[src/rtl/csr_access_unit.sv]
// CSR read/set unit: executes CSRRS/CSRRSI against an external CSR file, one
// instruction at a time, and returns the pre-write CSR value for writeback.
module csr_access_unit #(
    parameter int DATA_W = 32
) (
    input  logic              clk,
    input  logic              res,
    input  logic              in_valid,
    output logic              in_ready,
    input  logic [2:0]        in_funct3,
    input  logic [11:0]       in_csr,
    input  logic [DATA_W-1:0] in_rs1_val,
    input  logic [4:0]        in_uimm,
    input  logic [4:0]        in_rd,
    output logic              csr_request,
    output logic [11:0]       csr_A,
    output logic [DATA_W-1:0] csr_mode,
    input  logic [DATA_W-1:0] csr_Q,
    output logic              wb_valid,
    input  logic              wb_ready,
    output logic [4:0]        wb_rd,
    output logic [DATA_W-1:0] wb_data,
    output logic              wb_we,
    output logic              illegal,
    output logic              instr_done,
    output logic [1:0]        dbg_state
);

    // Handshakes: a transfer happens on a rising edge where valid && ready;
    // valid and its payload stay stable until that edge, ready may change freely.
    typedef enum logic [1:0] {
        IDLE  = 2'd0,
        READ  = 2'd1,
        WRITE = 2'd2,
        RESP  = 2'd3
    } state_e;

    state_e            state_q, state_d;
    logic [11:0]       addr_q, addr_d;
    logic [DATA_W-1:0] mask_q, mask_d;
    logic [4:0]        rd_q, rd_d;
    logic              we_q, we_d;
    logic              illegal_q, illegal_d;
    logic [DATA_W-1:0] data_q, data_d;
    logic              done_q, done_d;

    logic op_ok;
    logic addr_ok;

    always_comb begin
        op_ok = (in_funct3 == 3'b010) || (in_funct3 == 3'b110);
        case (in_csr)
            12'hC00, 12'hC80, 12'hC01, 12'hC81,
            12'hC02, 12'hC82, 12'hF14: addr_ok = 1'b1;
            default:                   addr_ok = 1'b0;
        endcase
    end

    always_comb begin
        state_d   = state_q;
        addr_d    = addr_q;
        mask_d    = mask_q;
        rd_d      = rd_q;
        we_d      = we_q;
        illegal_d = illegal_q;
        data_d    = data_q;
        done_d    = 1'b0;
        case (state_q)
            IDLE: begin
                if (in_valid) begin
                    addr_d = in_csr;
                    rd_d   = in_rd;
                    data_d = '0;
                    if (op_ok && addr_ok) begin
                        mask_d    = in_funct3[2] ? {{(DATA_W-5){1'b0}}, in_uimm} : in_rs1_val;
                        we_d      = (in_rd != 5'd0);
                        illegal_d = 1'b0;
                        state_d   = READ;
                    end else begin
                        mask_d    = '0;
                        we_d      = 1'b0;
                        illegal_d = 1'b1;
                        state_d   = RESP;
                    end
                end
            end
            READ: begin
                // Sample before any write so the result is the pre-OR value.
                data_d  = csr_Q;
                state_d = (mask_q != '0) ? WRITE : RESP;
            end
            WRITE: begin
                state_d = RESP;
            end
            RESP: begin
                if (wb_ready) begin
                    state_d = IDLE;
                    done_d  = 1'b1;
                end
            end
            default: begin
                state_d = IDLE;
            end
        endcase
    end

    always_ff @(posedge clk or negedge res) begin
        if (!res) begin
            state_q   <= IDLE;
            addr_q    <= '0;
            mask_q    <= '0;
            rd_q      <= '0;
            we_q      <= 1'b0;
            illegal_q <= 1'b0;
            data_q    <= '0;
            done_q    <= 1'b0;
        end else begin
            state_q   <= state_d;
            addr_q    <= addr_d;
            mask_q    <= mask_d;
            rd_q      <= rd_d;
            we_q      <= we_d;
            illegal_q <= illegal_d;
            data_q    <= data_d;
            done_q    <= done_d;
        end
    end

    // All outputs decode directly from flops, so reset clears them immediately.
    assign in_ready    = (state_q == IDLE);
    assign csr_request = (state_q == WRITE);
    assign csr_A       = ((state_q == READ) || (state_q == WRITE)) ? addr_q : 12'd0;
    assign csr_mode    = (state_q == WRITE) ? mask_q : '0;
    assign wb_valid    = (state_q == RESP);
    assign wb_rd       = rd_q;
    assign wb_data     = data_q;
    assign wb_we       = we_q;
    assign illegal     = illegal_q;
    assign instr_done  = done_q;
    assign dbg_state   = state_q;

endmodule

[config.mk]
export PLATFORM = sky130hd
export DESIGN_NAME = csr_access_unit
export DESIGN_NICKNAME = d
export VERILOG_FILES = /design/src/rtl/csr_access_unit.sv
export SDC_FILE = /design/constraint.sdc
export NUM_CORES = 1
export LEC_CHECK = 0
export ABC_AREA = 1
export BUFFER_PORTS_ARGS = -buffer_cell sky130_fd_sc_hd__buf_2
export CELL_PAD_IN_SITES_DETAIL_PLACEMENT = 1
export CELL_PAD_IN_SITES_GLOBAL_PLACEMENT = 2
export CORE_ASPECT_RATIO = 0.9
export CORE_MARGIN = 2
export CORE_UTILIZATION = 23
export CTS_CLUSTER_SIZE = 14
export DETAILED_ROUTE_END_ITERATION = 10
export PLACE_DENSITY_LB_ADDON = 0.1
export SLEW_MARGIN = 10
export SYNTH_ARGS = -nofsm -noshare
export SYNTH_HDL_FRONTEND = slang
export SYNTH_SLANG_ARGS = --single-unit
[constraint.sdc]
create_clock -name clk -period 1.45 [get_ports clk]
set_input_delay 0.0725 -clock clk [delete_from_list [all_inputs] [get_ports clk]]
set_output_delay 0.0725 -clock clk [all_outputs]
set_load 0.01 [all_outputs]
## Word-level counts from Yosys, hierarchy flattened

Cells that the tools add are included.
W data, S select, Z words.

| cells by class | value |
|---|---|
| eq/ne operators | 14 |
| multiplexer cells | 16 |
| reduce and logical (&&, ||, !) cells | 11 |

Operators with widths:

| cell | number |
|---|---|
| $mux W32 | 4 |
| $eq A12 B12 Y1 const B | 7 |
| $pmux W32 S2 | 1 |
| $reduce_bool A32 Y1 | 1 |
| $mux W12 | 1 |
| $pmux W2 S4 | 1 |
| $reduce_or A7 Y1 | 1 |
| $mux W1 | 6 |
| $mux W2 | 3 |
| $reduce_and A2 Y1 | 3 |
| $reduce_bool A5 Y1 | 1 |
| $eq A2 B2 Y1 const B | 2 |
| $eq A3 B2 Y1 const B | 1 |
| $eq A3 B3 Y1 const B | 1 |
| $eq A2 B1 Y1 const B | 1 |
| $logic_not A2 Y1 | 1 |
| $logic_or A1 B1 Y1 | 2 |
| $ne A2 B1 Y1 const B | 1 |
| $ne A2 B2 Y1 const B | 1 |
| $reduce_bool A2 Y1 | 1 |
| $logic_and A1 B1 Y1 | 1 |

| word-level totals | value |
|---|---|
| flip-flop bits (word level) | 86 |
| input bits | 93 |
| output and inout port bits | 89 |
| logic and storage cells | 49 |

## Longest topological paths before layout

| depth | value |
|---|---|
| depth after elaboration | 7 |
| gate-level depth with buffers | 9 |
| gate-level depth less buffers | 9 |

## Worst setup path after synthesis

OpenSTA, ideal clock, no wires.

| path | value |
|---|---|
| path kind | register -> register |
| from | register state_q[0] (netlist: dbg_state[0]) |
| to | register mask_q[1] |
| library setup time | 0.118 ns |
| data arrival time | 1.452 ns |
| data required time | 1.332 ns |
| path slack | -0.120 ns |
| cell stages (with the launch flop) | 8 |
| buffers on the path | 2 |
| clock period less this slack | 1.570 ns |
| path through | dfrtp_1 -> inv_1 -> ha_1 -> nand2_4 -> buf_2 -> buf_2 -> nand2_1 -> nand2_1 |

| between the ends | value |
|---|---|
| word-level cells in the longest chain between the ends | 2 |

Ends and longest elaborated chain:

| item | RTL line | RTL |
|---|---|---|
| start: declaration | 38 | `state_e state_q, state_d;` |
| start signal: assignment | 118 | `state_q <= state_d;` |
| $logic_not A2 Y1 | - |  |
| named net in_ready | 9 | `output logic in_ready,` |
| $reduce_and A2 Y1 (no source line) | - |  |
| end signal: assignment | 120 | `mask_q <= mask_d;` |
| end: declaration | 40 | `logic [DATA_W-1:0] mask_q, mask_d;` |

The timed path passes the listed nets, and every way through them passes these cells.
A chain may end at the register's enable or synchronous reset.

## Worst setup path after layout

| path | value |
|---|---|
| from | register state_q[1] (netlist: dbg_state[1]) |
| to | output csr_A[8] |

| between the ends | value |
|---|---|
| word-level cells in the longest chain between the ends | 3 |
| elaborated cells on any way between the ends | 4 |
| those cells by class | 2 x eq/ne; 1 x mux; 1 x reduce/logical |

Ends and longest elaborated chain:

| item | RTL line | RTL |
|---|---|---|
| $eq A2 B1 Y1 or $eq A2 B2 Y1 (tied branches) | 132 | `assign csr_A = ((state_q == READ) \|\| (state_q == WRITE)) ? addr_q : 12'd0;` |
| $logic_or A1 B1 Y1 (*) | 132 |  |
| $mux W12 (*) | 132 |  |
| end: declaration | 16 | `output logic [11:0] csr_A,` |

Mark *: on every way between the ends. The rest lies on a longest branch, timed or not.

==> results.json <==
{
  "hold_worst_slack_ps": 11.4,
  "timing.hold.worst_endpoint": "wb_rd[2]",
  "dp_hpwl_um": 10500,
  "nature_of_the_critical_path_startpoint": "flip-flop",
  "htreeDepth": 3,
  "grt_pass1_vias": 4932,
  "postRouteAntennaNets": 0,
  "numPlacedInstances": 937,
  "synthesized_area_um2": 4210,
  "worstReg2RegEnd": "wb_data[7]",
  "crit_required_ps": 1380,
  "violations": "setup timing",
  "final_hold_violating_endpoints": 0,
  "tritoncts_clock_tree": "built",
  "min_period_over_period_pct": 106,
  "slowest_stage": "dfrtp_2",
  "post_synth_num_cell_types": 26,
  "timing.hold.worst.class": "in2reg",
  "largest_net_degree_at_the_start_of_global_routing": 87,
  "yosysSeqAreaShare_pct": 51.1,
  "count_of_endpoints_failing_setup_in_the_final_report": 43,
  "rows": 46,
  "run_status": "finished, violations left",
  "coreArea_um2": 17800,
  "detail_route.vias_per_cell": 4.37,
  "critical_path_buf_inv_count": 4,
  "ys_ff_latch": 86,
  "rsz0062_at_grt": "true",
  "layout_commonest_cell": "nand2_1",
  "gp_routability_congestion": 0.731,
  "grt_first_pass_wirelength_um": 25900,
  "drv_cap": 0,
  "regToRegStartpoint": "dbg_state[0]",
  "antenna_cells": 0,
  "numPortBuffers": 181,
  "crit_path_end_kind": "primary output",
  "cts_max_path_buffers": 2,
  "critPathMaxStageDelay_ps": 410,
  "timing.hold.worst.start": "in_rd[2]",
  "worst-endpoint-arrival_ps": 1470,
  "fin_util_pct": 39.9,
  "power_leakage_nw": 4.08,
  "wire_per_inst_um": 15.8,
  "maximum_clock_frequency_ghz": 0.648,
  "fp.dieArea_um2": 19400,
  "final_cell_mix": "nand2_1 (172), buf_2 (169), dfrtp_1 (85)",
  "grt.overflow.total": 0,
  "worst-setup-path-type": "reg2out",
  "wl_um": 16400,
  "post_synthesis_net_count": 627,
  "cp_top_family": "buffers and inverters",
  "route.detailed.drc": 0,
  "worst_slew_pin_tran_ps": 506,
  "timing_max_transition_violations_final": 0,
  "initial_core_util_pct": 23.7,
  "timing.reg2reg.worst_path_depth": 8,
  "worstPathMaxFanout": 6,
  "clk_transition_reported_paths_ps": 70,
  "fillerInstances": 2140,
  "boundaryPins": 182,
  "cts_buffers": 9,
  "ctsRootBufferMaster": "clkbuf_16",
  "final_nets": 891,
  "antenna_violations_before_repair": 0,
  "gate_count_of_the_mapped_netlist": 530,
  "die_height_um": 132,
  "initialDrtViolationCount": 111,
  "finalWorstSetupSlack_ps": -92.6,
  "layout_min_cycle_time_ps": 1540,
  "timing.clock.skew_ps": 7.93,
  "syn_area_per_cell_um2": 7.95,
  "grt_util_all_layers_pct": 16.7,
  "drt_pre_antenna_iters": 4,
  "clock_sinks": 86,
  "yosys_warnings": 0,
  "post_route_cells_drive_above_1_share_pct": 38.8,
  "worstPathCellList": "inv_2 > ha_4 > buf_6 > nand2_1 > inv_1 > buf_2",
  "via_count": 4537,
  "rrSetupSlack_ps": 10,
  "holdPathStages": 3,
  "pwr_density_cell_nw_per_um2": 1680,
  "area_growth_syn_to_layout_pct": 68.6,
  "post_layout_nonfiller_instances": 1038,
  "slew_headroom_pct": 66.2,
  "insertion_delay_ps": 340,
  "preCtsSetupSlack_ps": -117,
  "ir_worst_vdd_v": 0.000771,
  "dieWidth_um": 147
}
-- registers in the layout (all words and copies together), names as in the netlist --
| name | count |
|---|---|
| wb_data | 32 |
| wb_we | 1 |
| dbg_state | 2 |
| addr_q | 12 |
| instr_done | 1 |
| wb_rd | 5 |
| illegal | 1 |
| mask_q | 32 |
-- routing by layer --
metal / vias to the layer above / GRT usage (%) / share of wire (%)
li1: 2213 / - / -
met1: 2207 / 20.9 / 45
met2: 102 / 28.5 / 49
met3: 15 / 3.91 / 4.5
met4: 0 / 5.02 / 1.4
met5: - / 0 / 0
-- stage by stage --
step	cell area [um2]	TNS, ps	power, mW
2_1_floorplan	4230	0	5.84
6_report	7100	-2650	11.9
3_3_place_gp	5530	-54.3	7.80
5_1_grt	7100	-6480	12.8
4_1_cts	6660	-3370	11.0
3_5_place_dp	5530	-2820	7.88
-- layout make-up --
type	instances	area [um2]	share of cell area [%]
multi-input combinational	349	1920	27.0
timing repair buffer	286	2210	31.2
sequential	86	2150	30.3
inverter	62	238	3.35
clock buffer	11	233	3.28
clock inverter	4	48.8	0.687
tap	240	300	4.23
-- worst reg2reg max path, cell delays in order, from the launching register on --
cell	delay, ps
dfrtp_1	400
buf_4	140
buf_6	120
ha_4	180
nand2_4	100
buf_8	140
clkbuf_16	170
nand3_1	70
nand2_1	70
-- synthesized netlist by cell type, drive strengths merged --
library cell    n  share of area, %
dfrtp          86                51
nor3            1              0.39
clkinv          1              0.12
or2             1              0.15
nor2           24               2.6
o31ai           1              0.18
inv            61               5.4
nand2         191                17
nand4          34               5.0
nand3          71               8.4
ha              4               1.2
clkbuf         10              0.89
buf            23               3.3
a21oi           2              0.77
mux2            5               1.3
o21ai          15               1.9
-- logic make-up (layout without fill, tap and decap cells) --
kind of cell | Yosys count | in the layout | share of synthesized area [%]
multiplexers | 5 | 5 | 1.34
adder cells (fa/ha/maj) | 4 | 4 | 1.19
AND/OR/NAND/NOR | 322 | 322 | 33.9
AO/OA/AOI/OAI | 18 | 18 | 2.82
buffers and inverters | 95 | 363 | 9.71
flip-flops | 86 | 86 | 51.1
-- how the worst max path moves through the flow --
stage	startpoint	to	depth (start not counted)
2_1_floorplan	dbg_state[0]	addr_q[0]	7
3_3_place_gp	dbg_state[0]	illegal	6
3_5_place_dp	dbg_state[0]	illegal	6
4_1_cts	dbg_state[0]	csr_mode[31]	6
5_1_grt	dbg_state[1]	csr_mode[28]	6
6_report	dbg_state[1]	csr_A[8]	6
-- timing repair --
action,in CTS,in global routing
buffers inserted,5,6
setup endpoints to repair,96,81
hold buffers,69,0
pin swaps,4,28
endpoints found under the hold margin,154,0
gates cloned,2,4
gates resized for setup,23,75
-- power breakdown --
group / internal, mW / switching [mW] / leakage (nW)
logic: 2.74 / 3.36 / 2.78
registers: 3.11 / 0.431 / 1.15
clock network: 1.33 / 0.971 / 0.139
total: 7.17 / 4.76 / 4.08
Note: power is estimated with default switching activity, not from simulation.
